### src/rtl/uart_pkg.sv
// rtl/uart_pkg.sv - shared UART defaults and word assembler state type
package uart_pkg;

  localparam int UART_DATA_WIDTH = 8;
  localparam int UART_BAUD_RATE  = 115200;
  localparam int UART_CLK_FREQ   = 100_000_000;
  localparam int BIT_CYCLES      = UART_CLK_FREQ / UART_BAUD_RATE;

  typedef enum logic [0:0] {
    COLLECT = 1'b0,
    HOLD    = 1'b1
  } asm_state_t;

endpackage

### src/rtl/uart_asm_timer.sv
// rtl/uart_asm_timer.sv - idle counter with enable, clear and single-cycle expire
module uart_asm_timer #(
  parameter int LIMIT = 34720
) (
  input  logic clk,
  input  logic rstn,
  input  logic en,
  input  logic clr,
  output logic expire
);

  localparam int CW = (LIMIT > 1) ? $clog2(LIMIT) : 1;

  logic [CW-1:0] count;

  assign expire = en && (count == CW'(LIMIT - 1));

  always_ff @(posedge clk or negedge rstn) begin
    if (!rstn) begin
      count <= '0;
    end else if (clr || expire) begin
      count <= '0;
    end else if (en) begin
      count <= count + 1'b1;
    end
  end

endmodule

### src/rtl/uart_word_assembler.sv
// rtl/uart_word_assembler.sv - packs uart_rx bytes into addressed words with inter-byte timeout
// Optional macro UART_ASM_BIG_ENDIAN_EN places the first byte in the most significant lane.
module uart_word_assembler
  import uart_pkg::*;
#(
  parameter int DATA_WIDTH     = UART_DATA_WIDTH,
  parameter int WORD_WIDTH     = 32,
  parameter int ADDR_WIDTH     = 10,
  parameter int TIMEOUT_CYCLES = 40 * BIT_CYCLES
) (
  input  logic                  clk,
  input  logic                  rstn,
  input  logic [DATA_WIDTH-1:0] in_data,
  input  logic                  in_valid,
  output logic                  in_ready,
  input  logic                  clear,
  output logic [WORD_WIDTH-1:0] word_data,
  output logic [ADDR_WIDTH-1:0] word_addr,
  output logic                  word_valid,
  input  logic                  word_ready,
  output logic                  timeout_pulse
);

  localparam int BPW   = WORD_WIDTH / DATA_WIDTH;
  localparam int CNT_W = $clog2(BPW);
  localparam logic [CNT_W-1:0] LAST_CNT = CNT_W'(BPW - 1);

  asm_state_t            state_q, state_d;
  logic [CNT_W-1:0]      byte_cnt;
  logic [CNT_W-1:0]      lane;
  logic [WORD_WIDTH-1:0] shift_q;
  logic [WORD_WIDTH-1:0] merged;
  logic                  xfer;
  logic                  last_byte;
  logic                  timer_en;
  logic                  expire;

  // rstn gates in_ready so uart_rx sees no acceptance while held in reset
  assign in_ready   = rstn && (state_q == COLLECT) && !clear;
  assign xfer       = in_valid && in_ready;
  assign last_byte  = (byte_cnt == LAST_CNT);
  assign word_valid = (state_q == HOLD);
  assign timer_en   = (state_q == COLLECT) && (byte_cnt != '0) && !xfer && !clear;

`ifdef UART_ASM_BIG_ENDIAN_EN
  assign lane = LAST_CNT - byte_cnt;
`else
  assign lane = byte_cnt;
`endif

  always_comb begin
    merged = shift_q;
    for (int i = 0; i < BPW; i++) begin
      if (lane == CNT_W'(i)) begin
        merged[i*DATA_WIDTH +: DATA_WIDTH] = in_data;
      end
    end
  end

  uart_asm_timer #(
    .LIMIT (TIMEOUT_CYCLES)
  ) u_timer (
    .clk    (clk),
    .rstn   (rstn),
    .en     (timer_en),
    .clr    (xfer || clear),
    .expire (expire)
  );

  always_ff @(posedge clk or negedge rstn) begin
    if (!rstn) begin
      state_q <= COLLECT;
    end else begin
      state_q <= state_d;
    end
  end

  always_comb begin
    state_d = state_q;
    if (clear) begin
      state_d = COLLECT;
    end else begin
      unique case (state_q)
        COLLECT: if (xfer && last_byte) state_d = HOLD;
        HOLD:    if (word_ready)        state_d = COLLECT;
        default: state_d = COLLECT;
      endcase
    end
  end

  // clear outranks a transfer, which outranks a coincident timeout
  always_ff @(posedge clk or negedge rstn) begin
    if (!rstn) begin
      byte_cnt      <= '0;
      shift_q       <= '0;
      word_data     <= '0;
      word_addr     <= '0;
      timeout_pulse <= 1'b0;
    end else begin
      timeout_pulse <= 1'b0;
      if (clear) begin
        byte_cnt  <= '0;
        shift_q   <= '0;
        word_addr <= '0;
      end else if (xfer) begin
        if (last_byte) begin
          byte_cnt  <= '0;
          shift_q   <= '0;
          word_data <= merged;
        end else begin
          byte_cnt <= byte_cnt + 1'b1;
          shift_q  <= merged;
        end
      end else if (expire) begin
        byte_cnt      <= '0;
        shift_q       <= '0;
        timeout_pulse <= 1'b1;
      end else if ((state_q == HOLD) && word_ready) begin
        word_addr <= word_addr + 1'b1;
      end
    end
  end

endmodule

### config.mk
export PLATFORM = sky130hd
export DESIGN_NAME = uart_word_assembler
export DESIGN_NICKNAME = d
export VERILOG_FILES = /design/src/rtl/uart_pkg.sv /design/src/rtl/uart_asm_timer.sv /design/src/rtl/uart_word_assembler.sv
export SDC_FILE = /design/constraint.sdc
export NUM_CORES = 1
export LEC_CHECK = 0
export ABC_AREA = 0
export BUFFER_PORTS_ARGS = -buffer_cell sky130_fd_sc_hd__buf_2
export CAP_MARGIN = 10
export CORE_UTILIZATION = 40
export DETAILED_ROUTE_END_ITERATION = 10
export RECOVER_POWER = 25
export SYNTH_ARGS = -nofsm -noshare
export SYNTH_HDL_FRONTEND = slang
export SYNTH_HIERARCHICAL = 1
export SYNTH_SLANG_ARGS = --single-unit
### constraint.sdc
create_clock -name clk -period 3.1 [get_ports clk]
set_input_delay 0.62 -clock clk [delete_from_list [all_inputs] [get_ports clk]]
set_output_delay 0.62 -clock clk [all_outputs]
set_load 0.02 [all_outputs]
# Word level (Yosys, flattened, before mapping)
# Index checks and enable logic that the tools add are counted.
# totals
reg_bits,94
out_inout_bits,45
# classes
n_addsub,3
eq_ne,6
n_mux,25
bitwise_logic,2
n_reduce_logical,20
# ops
cell,count
$mux W32,4
$mux W10,4
$mux W16,2
$mux W8,4
$add A16 B1 Y16 const B,1
$eq A16 B16 Y1 const B,1
$add A10 B1 Y10 const B,1
$logic_and A1 B1 Y1,9
$mux W2,4
$mux W1,6
$reduce_and A3 Y1,2
$reduce_bool A2 Y1,3
$eq A2 B2 Y1 const B,2
$ne A2 B2 Y1 const B,2
$reduce_bool A3 Y1,1
$add A2 B1 Y2 const B,1
$eq A2 B1 Y1 const B,1
$logic_not A1 Y1,2
$logic_not A2 Y1,1
$logic_or A1 B1 Y1,2
$not A1 Y1,2
$pmux W1 S2,1

# Longest topological paths before layout
# Gate-level depths: netlist of run 1.
# logic_depth
word_depth,11
mapped_depth,11
mapped_depth_nobuf,9

# Cells and area by module
# Netlist of run 1, hierarchy kept.
# by_module_without_submodules
mod,n_inst,cells_each,area_each_um2
uart_word_assembler,1,259,3129.3
uart_asm_timer,1,82,822.0

# Least setup slack after synthesis of run 1
# Ideal clock, no wire load.
# synth_path
kind,flip-flop to flip-flop
start,reg byte_cnt[0]
end,reg word_addr[9]
setup_ns,0.125
arrival_ns,3.040
required_time_ns,2.975
setup_slack_ns,-0.065
stages_incl_launch_ff,12
path_buffers,2
synth_period_minus_slack_ns,3.165
path_cell_list,dfrtp_1 inv_1 ha_1 clkbuf_1 nor3_1 clkbuf_1 nand3_1 or4_4 nor4_1 nand3b_2 nor4_1 mux2_2
# synth_via
elab_chain_len,7
# synth_lines
element,line_no,rtl
start: declaration,uart_word_assembler.sv:29,logic [CNT_W-1:0] byte_cnt;
start signal: assignment,uart_word_assembler.sv:111,byte_cnt <= byte_cnt + 1'b1;
$reduce_bool A2 Y1,uart_word_assembler.sv:43,assign timer_en = (state_q == COLLECT) && (byte_cnt != '0) && !xfer && !clear;
$logic_and A1 B1 Y1 (3 in series),uart_word_assembler.sv:43,
named net timer_en,uart_word_assembler.sv:35,logic timer_en;
$logic_and A1 B1 Y1,uart_asm_timer.sv:16,assign expire = en && (count == CW'(LIMIT - 1));
named net expire,uart_word_assembler.sv:36,logic expire;
$ne A2 B2 Y1 (no source line),-,
$reduce_and A3 Y1 (no source line),-,
end signal: assignment,uart_word_assembler.sv:119,word_addr <= word_addr + 1'b1;
end: declaration,uart_word_assembler.sv:18,"output logic [ADDR_WIDTH-1:0] word_addr,"
# The timed path passes the listed nets, and every way through them passes these cells.
# A chain may end at the register's enable or synchronous reset.

# Final worst setup path of run 1
# Ends and elaborated chain as after synthesis.

==> metrics.txt, run 1 <==
hold-fix buffers at CTS 0; top cells by count, synth 86 x sky130_fd_sc_hd__dfrtp_1, 55 x sky130_fd_sc_hd__a21oi_1, 26 x sky130_fd_sc_hd__mux2i_1; Overall Global Routing Usage 0.183; summed negative setup slack over all endpoints 0 ns; critical path startpoint category flop; total standard cell area after synthesis 3950 sq um; y dimension of the die 101 um; number of distinct library cells after synthesis 41; clock tree from TritonCTS built; buffer depth of the longest clock path 2; shortest clock period the worst path allows after layout 2.80 ns; final antenna diode count 0; worst slew slack as a fraction of its limit 0.0648; Async SR Flop Fraction 1.00; metal2 WL 4.06 mm; type of element capturing the critical path flop; vias in the first global route 2831; clock edge transition at the registers on the reported setup and hold paths 0.09 ns; nets in the synthesized netlist 360; CP required 3.35 ns; largest fanout on the critical path 8; CTS root buffer sky130_fd_sc_hd__clkbuf_8; post-CTS setup buffers 0; RD Place Congestion 0.767; fraction of the yosys area taken by sequential cells 0.545; final routed wirelength across all metal layers 8.50 mm; die footprint 10300 sq um; Primary FF master, synth sky130_fd_sc_hd__dfrtp_1; Post-Syn Instances 341; CTS buffer count 9; number of max-cap violations 0; iteration-0 DRC count of the detailed router 77; synthesis-stage register bit count 86; Clock Skews 0.0166 ns; fraction of layout cells with a size suffix above 1 0.219; EDFF count, synth 0; CP arrival 3.06 ns; worst-skew pair later-pin latency 0.37 ns; maximum achievable frequency 357 MHz; Least-Margin Pin Slew 1.40 ns; class of the tightest hold or removal check primary input to asynchronous set/reset pin; cell with the most instances after synthesis sky130_fd_sc_hd__dfrtp_1; via-per-instance ratio 5.25; mean instance size in the synthesized netlist 11.6 sq um; largest net degree at the start of global routing 57; nets@finish 420; Starting Density 0.420; IR drop worst, VDD 0.251 mV; number of nets with antenna violations after detailed routing 0; Highest Signal Layer met4; type of the setup path with the least slack flop to flop; number of antenna violations at the first check in global routing 0; setup repair after global routing missed its margin false; 1st-pass router iterations 5; Port Buf Inserts 57; sink count of the clock tree 86; most area-consuming cells after synthesis sky130_fd_sc_hd__dfrtp_1 54%, sky130_fd_sc_hd__a21oi_1 7.0%, sky130_fd_sc_hd__mux2i_1 6.6%; pwr dens 464 nW/um^2; width of the chip 101 um; floorplan core area 9420 sq um; static leakage 2.05 nW; area share of the largest cell type after synthesis 0.545; DPL Wire Length 5.78 mm; grt ovf 0; detailed-route wire length per cell 15.9 um; run status completed; wire length of the first global-routing pass 14.2 mm; top cell type by total area after synthesis sky130_fd_sc_hd__dfrtp_1; setup-violating endpoint count in the final report 0; number of max-slew violations in the final report 0; share of the clock period used by the worst path after layout 0.904; Clock H-tree levels 3; number of hold-slack violations in the final timing report 0; post-cts sizing count 0; Tot Pwr 2.10 mW; drt drc 0; area growth from synthesis to layout 14.3%; routed vias 2807; warnings from Yosys 6; I/O pin count 58; met3 wire length 364 um; DRT met1 WL 3.98 mm; cell row count 35
==> metrics by stage <==
| step | util | setup WS, ns | instances | instance area [sq um] | hold slack (ns) |
|---|---|---|---|---|---|
| final | 0.480 | 0.298 | 535 | 4520 | 0.470 |
| after global routing | 0.480 | 0.0864 | 535 | 4520 | 0.486 |
| after CTS | 0.483 | 0.261 | 535 | 4540 | 0.316 |
| after detailed placement | 0.464 | 0.0465 | 519 | 4360 | 0.473 |
| after global placement | 0.464 | 0.156 | 519 | 4360 | 0.470 |
| after floorplan | - | 0.0749 | 341 | 3960 | 0.324 |
==> flip-flops by register name (all words and copies together) (netlist names) <==
| signal | count |
|---|---|
| word_data | 32 |
| shift_q | 24 |
| u_timer/count | 16 |
| word_addr | 10 |
| byte_cnt | 2 |
| timeout_pulse | 1 |
| word_valid | 1 |
==> final timing paths <==
kind | depth (start not counted) | slack, ns | end | start
min | 2 | 0.47 | word_data[28] | rstn
max in group asynchronous | 3 | 0.93 | shift_q[17] | rstn
max reg2reg | 9 | 0.30 | word_addr[9] | byte_cnt[0]
max | 9 | 0.30 | word_addr[9] | byte_cnt[0]
min in group clk | 1 | 0.49 | shift_q[19] | shift_q[19]
min reg2reg | 1 | 0.49 | shift_q[19] | shift_q[19]
==> where the power goes <==
part           internal (mW)  leakage [nW]  switching (mW)  total [mW]
sequential              1.15          1.19          0.0170        1.17
clock                  0.300        0.0842           0.431       0.732
combinational         0.0652         0.767           0.131       0.197
==> placed cells by master (no fill, tap or decap), drive strengths merged, types with 4 or more instances in the layout <==
master | Yosys | final
dfrtp | 86 | 86
a21oi | 55 | 55
buf | 16 | 52
clkbuf | 6 | 28
mux2i | 26 | 26
nor2 | 25 | 25
o2bb2ai | 24 | 24
xnor2 | 12 | 12
mux2 | 10 | 10
nand2 | 10 | 10
inv | 7 | 10
nand4 | 7 | 7
nor4 | 7 | 7
nand3 | 6 | 6
ha | 6 | 6
nor3 | 6 | 6
xor2 | 5 | 5
or4 | 4 | 4
==> per-layer routing <==
layer,up-vias,global-route usage
li1,1361,-
met2,58,0.296
met4,0,0.0491
met5,-,0
met1,1378,0.242
met3,10,0.0497
==> worst max-delay path, stage by stage (launching register included) <==
cell                       delay (ns)
sky130_fd_sc_hd__dfrtp_1         0.42
sky130_fd_sc_hd__inv_1           0.08
sky130_fd_sc_hd__ha_1            0.23
sky130_fd_sc_hd__nor3_1          0.25
sky130_fd_sc_hd__nand3_1         0.14
sky130_fd_sc_hd__or4_4           0.56
sky130_fd_sc_hd__nor4_2          0.35
sky130_fd_sc_hd__nand3b_2        0.30
sky130_fd_sc_hd__nor4_1          0.09
sky130_fd_sc_hd__mux2_2          0.27
==> cell type report <==
cell class,instances,area (sq um)
Sequential cell,86,2150
Multi-Input combinational cell,226,1630
Tap cell,129,161
Clock inverter,7,56.3
Inverter,7,26.3
Fill cell,899,4900
Clock buffer,9,124
Timing Repair Buffer,71,365
==> cells by family (layout without fill, tap and decap cells) <==
kind of cell | Yosys count | after routing | synth area share
buf+inv | 29 | 94 | 0.0440
simple gates | 81 | 81 | 0.115
mux | 36 | 36 | 0.0944
flops | 86 | 86 | 0.545
fa+ha+maj | 6 | 6 | 0.0190
xor+xnor | 17 | 17 | 0.0377
compound gates | 86 | 86 | 0.145
Power figures use the tool's default switching activity.
==> run 2: changes to the inputs <==
- GPL_TIMING_DRIVEN: not set -> 0
- PLACE_DENSITY: not set -> 0.69
==> run 2 against run 1 <==
Net effect:
- setup slack got worse by 0.082 ns
- largest power group unchanged
- maximum frequency shrank 2.8%
- wire length down 0.34%
- global-route usage decreased by 0.29 points
- final area grew 3.1%
- clock-buffer cell count unchanged
- final cell count is 1.5% higher
- highest routed layer unchanged
- combinational power grew 5%
- first-iteration DRC count increased by 82%
- largest cell class unchanged
- via count increased by 1.1%
- clock skew decreased by 0.0040 ns
==> metrics.txt, run 2 (synthesized netlist as in run 1, its figures left out) <==
cell count after placement 527; via-per-instance ratio 5.22; routed vias 2837; cell row count 35; CTS root buffer sky130_fd_sc_hd__clkbuf_8; critical path startpoint category flop; width of the chip 101 um; buffer depth of the longest clock path 2; R2R Path Start byte_cnt[1]; iteration-0 DRC count of the detailed router 140; fin cells 543; number of antenna violations at the first check in global routing 0; setup slack, reg-to-reg 0.22 ns; area growth from synthesis to layout 17.9%; sink count of the clock tree 86; number of hold-slack violations in the final timing report 0; Overall Global Routing Usage 0.180; post-route cell area 4660 sq um; Starting Density 0.420; Register-to-Register Path Depth 10; type of element capturing the critical path flop; final antenna diode count 0; number of max-slew violations in the final report 0; CP arrival 3.12 ns; area after detailed placement 4430 sq um; total area of sequential cells 2150 sq um; detailed-route wire length per cell 15.6 um; type of the setup path with the least slack flop to flop; maximum achievable frequency 347 MHz; shortest clock period the worst path allows after layout 2.88 ns; number of nets with antenna violations after detailed routing 0; RD Place Congestion 0.773; class of the tightest hold or removal check primary input to asynchronous set/reset pin; worst slew slack as a fraction of its limit 0.149; fill cell total of the finished layout 874; max FFs per register 32; floorplan core area 9420 sq um; IR drop worst, VDD 0.243 mV; I/O pin count 58; registers with the most flip-flops word_data x32, shift_q x24, u_timer/count x16; final critical-path setup slack 0.216 ns; fraction of layout cells with a size suffix above 1 0.271; WHS 0.141 ns; CTS buffer count 9; hold-fix buffers at CTS 0; largest net degree at the start of global routing 53; share of the clock period used by the worst path after layout 0.930; clock edge transition at the registers on the reported setup and hold paths 0.10 ns; final routed wirelength across all metal layers 8.47 mm; pwr dens 467 nW/um^2; nets@finish 428; total area of multi-input combinational cells 1670 sq um; y dimension of the die 101 um; run status completed; grt ovf 0; clock tree from TritonCTS built; number of max-cap violations 0; drt drc 0; Port Buf Inserts 56; leading cell type in the layout, fill and taps excluded sky130_fd_sc_hd__dfrtp_1; worst-skew pair later-pin latency 0.35 ns; largest fanout on the critical path 9; 1st-pass router iterations 4; pre-CTS setup slack -0.548 ns; CP required 3.34 ns; vias in the first global route 2788; Least-Margin Pin Slew 1.28 ns; Clock H-tree levels 3; die footprint 10300 sq um; Clock Skews 0.0126 ns; DPL Wire Length 5.94 mm; most flop-heavy register word_data; static leakage 2.19 nW; setup-violating endpoint count in the final report 0; wire length of the first global-routing pass 14.2 mm; capture point of the worst reg-to-reg path word_addr[9]; most used cells in the layout excluding fill and tap cells 85 x sky130_fd_sc_hd__dfrtp_1, 59 x sky130_fd_sc_hd__buf_2, 55 x sky130_fd_sc_hd__a21oi_1
[run 2: changes by cell type in the layout (fill, tap and decap cells not counted), sizes merged]
cell      change
bufinv        +1
clkinv        +2
clkbuf       -14
buf          +22
clkinvlp      -3
[run 2: repair_timing]
item | 4_1_cts | 5_1_grt
setup endpoints to repair | 46 | 30
pin swaps | 0 | 1
setup buffers | 0 | 1
gates resized for setup | 3 | 7
cloned | 0 | 0
[run 2: layer usage]
metal,GRT usage,routed length (um),vias up
li1,-,-,1366
met1,0.244,3990,1403
met2,0.291,4070,62
met3,0.0462,339,6
met4,0.0401,73,0
met5,0,0,-
[run 2: how the worst max path moves through the flow]
stage,endpoint,start
2_1_floorplan,word_addr[9],byte_cnt[0]
3_3_place_gp,word_addr[9],rstn
3_5_place_dp,word_addr[9],rstn
4_1_cts,word_addr[9],byte_cnt[0]
5_1_grt,word_addr[4],word_valid
6_report,word_addr[9],byte_cnt[1]
[run 2: metrics by stage]
step / setup TNS [ns] / utilization / total power [mW]
finish: 0 / 0.495 / 2.18
global route: -0.110 / 0.495 / 2.27
CTS: 0 / 0.493 / 2.21
detailed placement: -15.38 / 0.470 / 1.40
global placement: -67.73 / 0.467 / 1.39
floorplan: 0 / - / 1.31
[run 2: area by class of cell]
| class | count | area share |
|---|---|---|
| buffer | 21 | 0.0317 |
| timing repair buffer | 58 | 0.0642 |
| inverter | 7 | 0.00564 |
| multi-input combinational | 226 | 0.358 |
| clock buffer | 9 | 0.0266 |
| sequential | 86 | 0.462 |
| tap | 129 | 0.0347 |
| clock inverter | 7 | 0.0169 |
[run 2: critical path: stages, from the launching register on]
cell and delay, ns:
sky130_fd_sc_hd__dfrtp_1 0.40, sky130_fd_sc_hd__inv_1 0.11, sky130_fd_sc_hd__ha_4 0.23, sky130_fd_sc_hd__nor3_1 0.19, sky130_fd_sc_hd__buf_4 0.18, sky130_fd_sc_hd__nand3_2 0.13
sky130_fd_sc_hd__or4_4 0.58, sky130_fd_sc_hd__nor4_4 0.34, sky130_fd_sc_hd__nand3b_4 0.24, sky130_fd_sc_hd__nor4_1 0.08, sky130_fd_sc_hd__mux2_2 0.28
[run 2: power by group]
part	internal, mW	switching (mW)
logic	0.0727	0.134
registers	1.15	0.0168
clock network	0.383	0.420
total	1.61	0.571
